<file path="src/rtl/bpu_update_scheduler.sv">
// rtl/bpu_update_scheduler.sv - queued read-modify-write scheduler for a single-ported predictor table
// Optional starvation guard enabled by defining BPU_UPD_STARVE_EN.
module bpu_update_scheduler #(
    parameter int DEPTH        = 4,
    parameter int UPD_W        = 64,
    parameter int IDX_W        = 8,
    parameter int ENT_W        = 32,
    parameter int STARVE_LIMIT = 8
) (
    input  logic                     clk,
    input  logic                     rst,
    input  logic                     upd_valid,
    output logic                     upd_ready,
    input  logic [UPD_W-1:0]         upd_data,
    input  logic                     pred_req,
    output logic                     pred_grant,
    output logic                     sram_rd_en,
    output logic                     sram_wr_en,
    output logic [IDX_W-1:0]         sram_idx,
    input  logic [ENT_W-1:0]         sram_rd_data,
    output logic [ENT_W-1:0]         old_entry,
    output logic [UPD_W-1:0]         cur_upd,
    output logic                     busy,
    output logic [$clog2(DEPTH):0]   count
);

    localparam int AW = $clog2(DEPTH);
    localparam int CW = AW + 1;

    typedef enum logic [1:0] {
        IDLE,
        RD,
        RESP,
        WR
    } state_t;

    state_t           state;
    state_t           state_nxt;
    logic [UPD_W-1:0] mem [DEPTH];
    logic [AW:0]      wr_ptr;
    logic [AW:0]      rd_ptr;
    logic             push;
    logic             pop;
    logic             access_ok;
    logic             force_upd;

    // Pointers carry a wrap bit so full and empty are distinguishable by subtraction.
    assign count     = wr_ptr - rd_ptr;
    assign upd_ready = (count != CW'(DEPTH));
    assign push      = upd_valid & upd_ready;
    assign pop       = sram_wr_en;
    assign cur_upd   = mem[rd_ptr[AW-1:0]];
    assign sram_idx  = cur_upd[IDX_W-1:0];
    assign busy      = (count != '0) | (state != IDLE);
    assign access_ok = ~pred_req | force_upd;
    assign pred_grant = pred_req & ~(sram_rd_en | sram_wr_en);

    always_ff @(posedge clk or negedge rst) begin
        if (!rst) begin
            wr_ptr <= '0;
            rd_ptr <= '0;
        end else begin
            if (push) wr_ptr <= wr_ptr + {{AW{1'b0}}, 1'b1};
            if (pop)  rd_ptr <= rd_ptr + {{AW{1'b0}}, 1'b1};
        end
    end

    always_ff @(posedge clk) begin
        if (push) mem[wr_ptr[AW-1:0]] <= upd_data;
    end

    always_ff @(posedge clk or negedge rst) begin
        if (!rst) begin
            state     <= IDLE;
            old_entry <= '0;
        end else begin
            state <= state_nxt;
            if (state == RESP) old_entry <= sram_rd_data;
        end
    end

    // Head is popped only on the write strobe, so each RMW is atomic and in order.
    always_comb begin
        state_nxt  = state;
        sram_rd_en = 1'b0;
        sram_wr_en = 1'b0;
        case (state)
            IDLE: if (count != '0) state_nxt = RD;
            RD: begin
                sram_rd_en = access_ok;
                if (access_ok) state_nxt = RESP;
            end
            RESP: state_nxt = WR;
            WR: begin
                sram_wr_en = access_ok;
                if (access_ok) state_nxt = (count > CW'(1)) ? RD : IDLE;
            end
            default: state_nxt = IDLE;
        endcase
    end

`ifdef BPU_UPD_STARVE_EN
    localparam int SW = $clog2(STARVE_LIMIT + 1);

    logic [SW-1:0] starve_cnt;
    logic          force_hold;
    logic          denied;

    assign denied    = ((state == RD) | (state == WR)) & ~sram_rd_en & ~sram_wr_en;
    assign force_upd = (starve_cnt >= SW'(STARVE_LIMIT)) | force_hold;

    // force_hold carries a forced read through RESP so its write cannot starve again.
    always_ff @(posedge clk or negedge rst) begin
        if (!rst) begin
            starve_cnt <= '0;
            force_hold <= 1'b0;
        end else begin
            if (sram_rd_en | sram_wr_en)
                starve_cnt <= '0;
            else if (denied && starve_cnt != SW'(STARVE_LIMIT))
                starve_cnt <= starve_cnt + {{(SW-1){1'b0}}, 1'b1};
            if (sram_wr_en)
                force_hold <= 1'b0;
            else if (sram_rd_en && force_upd)
                force_hold <= 1'b1;
        end
    end
`else
    assign force_upd = (STARVE_LIMIT < 0);
`endif

endmodule

</file>
<file path="config.mk">
export PLATFORM = sky130hd
export DESIGN_NAME = bpu_update_scheduler
export DESIGN_NICKNAME = d
export VERILOG_FILES = /design/src/rtl/bpu_update_scheduler.sv
export SDC_FILE = /design/constraint.sdc
export NUM_CORES = 1
export LEC_CHECK = 0
export ABC_AREA = 0
export CAP_MARGIN = 20
export CORE_AREA = 2 2 196 198
export DETAILED_ROUTE_END_ITERATION = 12
export DIE_AREA = 0 0 198 200
export GPL_TIMING_DRIVEN = 1
export SLEW_MARGIN = 20
export SYNTH_ARGS = -nofsm -noshare
export SYNTH_HDL_FRONTEND = slang
export SYNTH_SLANG_ARGS = --single-unit
</file>
<file path="constraint.sdc">
create_clock -name clk -period 6.8 [get_ports clk]
set_input_delay 1.36 -clock clk [delete_from_list [all_inputs] [get_ports clk]]
set_output_delay 1.36 -clock clk [all_outputs]
set_load 0.01 [all_outputs]
</file>
==> impl_metrics.toml, run 1 <==
[clock_tree]
cts_root_buf = "clkbuf_16"
clk_pin_slew_ns = 0.06
clk_latency_ns = 0.52
holdBufCountCts = 0
cts.sinks = 296
cts_resized = 0
cts_buffers = 34
cts_tree = "built"
clockBufferDepth = 3
cts_setup_buffers = 0
htreeDepth = 2

[grt]
antenna_found_initial = 0
busiest_layer = "met2"
grt_pass1_wl_mm = 34.90
grt_max_degree = 45
gr-usage-met1 = 0.1466
use_met3 = 0.04116
grtUsageMet2 = 0.1954
globalRouteOverflowTotal = 0
grt_pass1_vias = 5910
track_usage = 0.1185

[run]
maxCapViolCount = 0

[final_layout]
postLayoutCoreUtil = 0.3969
drive_gt1_frac = 0.2327
instances_no_fill = 1234
nets = 808
area_delta_synth_final_pct = 34.20

[placement]
io_buffer_count = 211
placed_cells = 1171
dpl_worst_slack_ns = 2.582
gp_congestion = 0.6851
hpwlAfterDp_mm = 14.00

[drt]
ant_nets = 0
drt_first_pass_iters = 4
avgRoutedWirePerCell_um = 18.62
wl_mm = 22.97
routed_via_density = 4.374
dr.first_iter.drc_count = 263
num_vias = 5397
route.detailed.drc = 0

[die]
initial_core_util = 0.2958
die_y_um = 200
die-area_um2 = 39600
core-area_um2 = 37400
ioPinCount = 212
rows = 71
die_w_um = 198

[setup_path]
endpoint_kind = "primary output"
crit_type = "reg2out"
crit_arrival_ns = 3.27
cp_slowest_cell = "dfrtp_4"
worst-r2r-cell-count = 6
cp.required_ns = 5.44
slowest_delay_ns = 1.01
worstSetupStartpointType = "register"
critical_path.cell_chain = "buf_4 -> mux4_2 -> clkdlybuf4s50_1"
cp_max_fo = 42

[synth]
async_flop_share = 0.1351
synthTopCellsByCount = "edfxtp_1 (256), mux4_2 (64), dfrtp_1 (40)"
avgSynthCellArea_um2 = 23.59
dominantRegCellSynth = "edfxtp_1"
yosys-top-cells-area = "edfxtp_1 (69%), mux4_2 (13%), dfrtp_1 (9.0%)"
synth_area_um2 = 11060
ys_types = 28
seq_area_frac_synth = 0.7854
synth_nets = 581
synth_cells = 469
synth_edf_count = 256
synth_top_area_cell = "edfxtp_1"
post-synth-top-count-cell = "edfxtp_1"
ys_seq_elements = 296
yosysTopAreaCellShare = 0.6949
yosysWarnings = 0

[power_and_ir_drop]
power_leakage_uw = 0.004953
powerDensity_nw_per_um2 = 477.9
ir_worst_vdd_mv = 0.2425

[run_status]
status = "completed"

[timing]
tightest_slew_ns = 0.9309
fin_crit_ns = 4.629
hold_viol = 0
timing.fmax_mhz = 216.0
slew_headroom = 0.3794
whs_ns = 0.5018
drv_slew = 0
rsz0062_at_grt = "false"
fin_ws_ns = 2.171
tns_ns = 0
skew_ns = 0.02215
post-route-period-util = 0.6807
setup_violations = 0

[min_path]
hold_class = "reg2reg"
whs_path_depth = 1
worst paths after layout:
path | from | to | slack, ns
max reg2reg | rd_ptr[0]$_DFFE_PN0P_ | mem[2][15]$_DFFE_PP_ | 3.09
min reg2reg | old_entry[28]$_DFFE_PN0N_ | old_entry[28]$_DFFE_PN0N_ | 0.50
min | old_entry[28]$_DFFE_PN0N_ | old_entry[28]$_DFFE_PN0N_ | 0.50
max in group asynchronous | rst | rd_ptr[0]$_DFFE_PN0P_ | 5.14
max | rd_ptr[0]$_DFFE_PN0P_ | cur_upd[41] | 2.17
min in group asynchronous | rst | old_entry[3]$_DFFE_PN0N_ | 0.98
cell usage in the layout, fill, tap and decap left out, drive strengths merged, types with 2 or more instances in the layout:
| master | n |
|---|---|
| clkbuf | 50 |
| clkinvlp | 3 |
| buf | 8 |
| mux4 | 64 |
| inv | 6 |
| nand2 | 5 |
| xnor2 | 2 |
| and3 | 4 |
| ha | 11 |
| mux2 | 35 |
| nand3 | 2 |
| clkdlybuf4s50 | 210 |
| o21ai | 3 |
| clkinv | 9 |
| nor2b | 2 |
| dfrtp | 40 |
| edfxtp | 256 |
| xor2 | 2 |
cell type report:
| cell class | count | area, um2 |
|---|---|---|
| fillers | 3349 | 22550 |
| flip-flops and latches | 296 | 8696 |
| multi-input cells | 139 | 2217 |
| repair buffers | 218 | 2160 |
| clock buffers | 50 | 1005 |
| well taps | 511 | 639.4 |
| clock inverters | 12 | 95.09 |
| inverters | 7 | 31.28 |
| diodes | 1 | 2.502 |
stage by stage:
stage          total power (uW)  cell area (um2)
2_1_floorplan              4155            11060
3_3_place_gp               5410            13740
3_5_place_dp               5449            13740
4_1_cts                    7257            14840
5_1_grt                    7496            14840
6_report                   7095            14850
state kept, by name, summed over array words and instances, names as in the netlist:
| signal | cells |
|---|---|
| wr_ptr | 3 |
| old_entry | 32 |
| mem | 256 |
| state | 2 |
| rd_ptr | 3 |
cell families after synthesis:
group / synth area share
flip-flops: 0.7854
multiplexers: 0.1659
XOR/XNOR: 0.005316
AO/OA/AOI/OAI: 0.005429
adder cells (fa/ha/maj): 0.01425
AND/OR/NAND/NOR: 0.007692
buffers and inverters: 0.01595
layer usage:
metal | part of all wire | vias up
li1 | - | 2391
met2 | 0.49 | 168
met5 | 0 | -
met3 | 0.070 | 33
met1 | 0.42 | 2805
met4 | 0.021 | 0
worst max-delay path: cells and delay by family, from the launching register on:
kind,cells,cell delay (ns)
buffers and inverters,2,1.10
flip-flops,1,1.01
multiplexers,1,0.58
power by group:
part,internal [uW],switching [uW],leakage [uW],total (uW)
clock,1070,701,0.000533,1770
sequential,2540,261,0.00281,2800
combinational,1420,1100,0.00161,2520
total,5030,2070,0.00495,7090
No activity file was read; power rests on OpenSTA's default activity.
==> run 2: changes to the inputs <==
==> constraint.sdc (replaced) <==
create_clock -name clk -period 4.5 [get_ports clk]
set_input_delay 0.9 -clock clk [delete_from_list [all_inputs] [get_ports clk]]
set_output_delay 0.9 -clock clk [all_outputs]
set_load 0.01 [all_outputs]
==> run 2 against run 1 <==
Compared with the run above:
- via count down 0.11%
- sequential power up 47%
- critical endpoint is now upd_ready
- cell area up 0.58%
- die area unchanged
- clock skew down 0.0056 ns
- wire length down 1.5%
- core utilization up 0.23 points
==> impl_metrics.toml, run 2 (synthesis results as in run 1) <==
[drt]
avgRoutedWirePerCell_um = 18.37
drt_first_pass_iters = 4
num_vias = 5391
route.detailed.drc = 0
wl_mm = 22.63
ant_nets = 0
routed_via_density = 4.376
dr.first_iter.drc_count = 215

[power_and_ir_drop]
combPwrFrac = 0.366
intPower_uw = 7753
power_leakage_uw = 0.004994
powerDensity_nw_per_um2 = 726.3
switching_power_uw = 3092
sequentialPowerShare = 0.379
p_sw_frac = 0.2851
ir_worst_vdd_mv = 0.3844
finalPower_uw = 10850
p_clk_frac = 0.255

[timing]
hold_viol = 0
post-route-period-util = 0.8380
rsz0062_at_grt = "false"
drv_slew = 0
tns_ns = 0
tightest_slew_ns = 0.9314
whs_ns = 0.5046
timing.fmax_mhz = 265.2
setup_violations = 0
fin_crit_ns = 3.771
slew_headroom = 0.3791
skew_ns = 0.01659

[setup_path]
cp_slowest_cell = "dfrtp_4"
critical_path.cell_chain = "fa_1 -> xnor3_2 -> clkinv_4 -> nand2_1 -> clkdlybuf4s50_1"
crit_arrival_ns = 2.87
slowest_delay_ns = 0.68
worstSetupStartpointType = "register"
cp_top_family = "flip-flops"
endpoint_kind = "primary output"
crit_type = "reg2out"
cp_max_fo = 31
worst-path-buf-inv = 2
cp.required_ns = 3.60

[grt]
grt_max_degree = 67
track_usage = 0.1170
antenna_found_initial = 0
grt_pass1_vias = 5866
grt_pass1_wl_mm = 34.53
globalRouteOverflowTotal = 0

[clock_tree]
clk_latency_ns = 0.52
cts_root_buf = "clkbuf_16"
cts_buffers = 35
holdBufCountCts = 0
cts_tree = "built"
cts.sinks = 296
cts_setup_buffers = 0
clockBufferDepth = 3
clk_pin_slew_ns = 0.05
htreeDepth = 2
cts_resized = 0

[final_layout]
final_common_cell = "edfxtp_1"
final_cell_mix = "edfxtp_1 (256), clkdlybuf4s50_1 (210), mux4_2 (64)"
drive_gt1_frac = 0.2288
area_delta_synth_final_pct = 34.98
antenna_cells = 0
nets = 811
largest_reg_flops = 256
n_fill_cell = 3362

[die]
die_y_um = 200
core-area_um2 = 37400
die-area_um2 = 39600
die_w_um = 198
initial_core_util = 0.2958
rows = 71
ioPinCount = 212

[min_path]
hold_class = "reg2reg"

[placement]
io_buffer_count = 211
hpwlAfterDp_mm = 13.69
gp_congestion = 0.6806

[run_status]
status = "completed"

[run]
maxCapViolCount = 0
[run 2: cell types whose count changed in the layout (fill, tap and decap cells not counted), moves of 2 or more]
cell / previous run / this run
buf_4: 7 / 5
clkinvlp_4: 3 / 0
clkinv_2: 6 / 4
buf_12: 0 / 4
clkinv_1: 1 / 3
clkbuf_8: 3 / 0
bufinv_16: 1 / 4
[run 2: power groups by stage]
stage | clock network (uW) | registers, uW | logic (uW)
floorplan | 0 | 4160 | 2120
global placement | 0 | 4150 | 4080
detailed placement | 0 | 4180 | 4090
CTS | 2860 | 4130 | 4100
global route | 2970 | 4190 | 4300
finish | 2760 | 4110 | 3970
[run 2: worst paths after layout]
check | endpoint | slack (ns) | cells after the start | from
setup / recovery | upd_ready | 0.73 | 5 | rd_ptr[1]$_DFFE_PN0P_
hold / removal | old_entry[10]$_DFFE_PN0N_ | 0.50 | 1 | old_entry[10]$_DFFE_PN0N_
setup reg to reg | mem[2][41]$_DFFE_PP_ | 1.49 | 6 | rd_ptr[1]$_DFFE_PN0P_
hold reg to reg | old_entry[10]$_DFFE_PN0N_ | 0.50 | 1 | old_entry[10]$_DFFE_PN0N_
max in group asynchronous | rd_ptr[1]$_DFFE_PN0P_ | 3.29 | 1 | rst
min in group asynchronous | old_entry[3]$_DFFE_PN0N_ | 0.52 | 1 | rst
[run 2: worst register-to-register path: cells and delay by family, from the launching register on]
kind                     cells  cell delay [ns]
flip-flops                   1             0.68
AND/OR/NAND/NOR              2             0.73
buffers and inverters        2             0.44
XOR/XNOR                     1             0.32
adder cells (fa/ha/maj)      1             0.51
[run 2: routing by layer]
| metal | share of wire | global-route usage | up-vias |
|---|---|---|---|
| met2 | 0.48 | 0.1920 | 162 |
| met3 | 0.071 | 0.04167 | 45 |
| li1 | - | - | 2394 |
| met5 | 0 | 0 | - |
| met1 | 0.42 | 0.1442 | 2790 |
| met4 | 0.024 | 0.03982 | 0 |
[run 2: layout make-up]
class | instances | area [um2] | area share
flip-flops and latches | 296 | 8696 | 0.5824
multi-input cells | 139 | 2217 | 0.1485
clock buffers | 47 | 963.4 | 0.06452
repair buffers | 220 | 2225 | 0.1490
inverters | 7 | 31.28 | 0.002095
clock inverters | 12 | 160.2 | 0.01073
well taps | 511 | 639.4 | 0.04282
[run 2: stage by stage]
| step | worst slack, ns | util | std cells | cell area, um2 |
|---|---|---|---|---|
| floorplan | 0.8813 | - | 469 | 11060 |
| global placement | 1.146 | 0.3692 | 1173 | 13810 |
| detailed placement | 1.177 | 0.3692 | 1173 | 13810 |
| CTS | 0.6321 | 0.3993 | 1232 | 14930 |
| global route | 0.5936 | 0.3993 | 1232 | 14930 |
| finish | 0.7292 | 0.3993 | 1232 | 14930 |
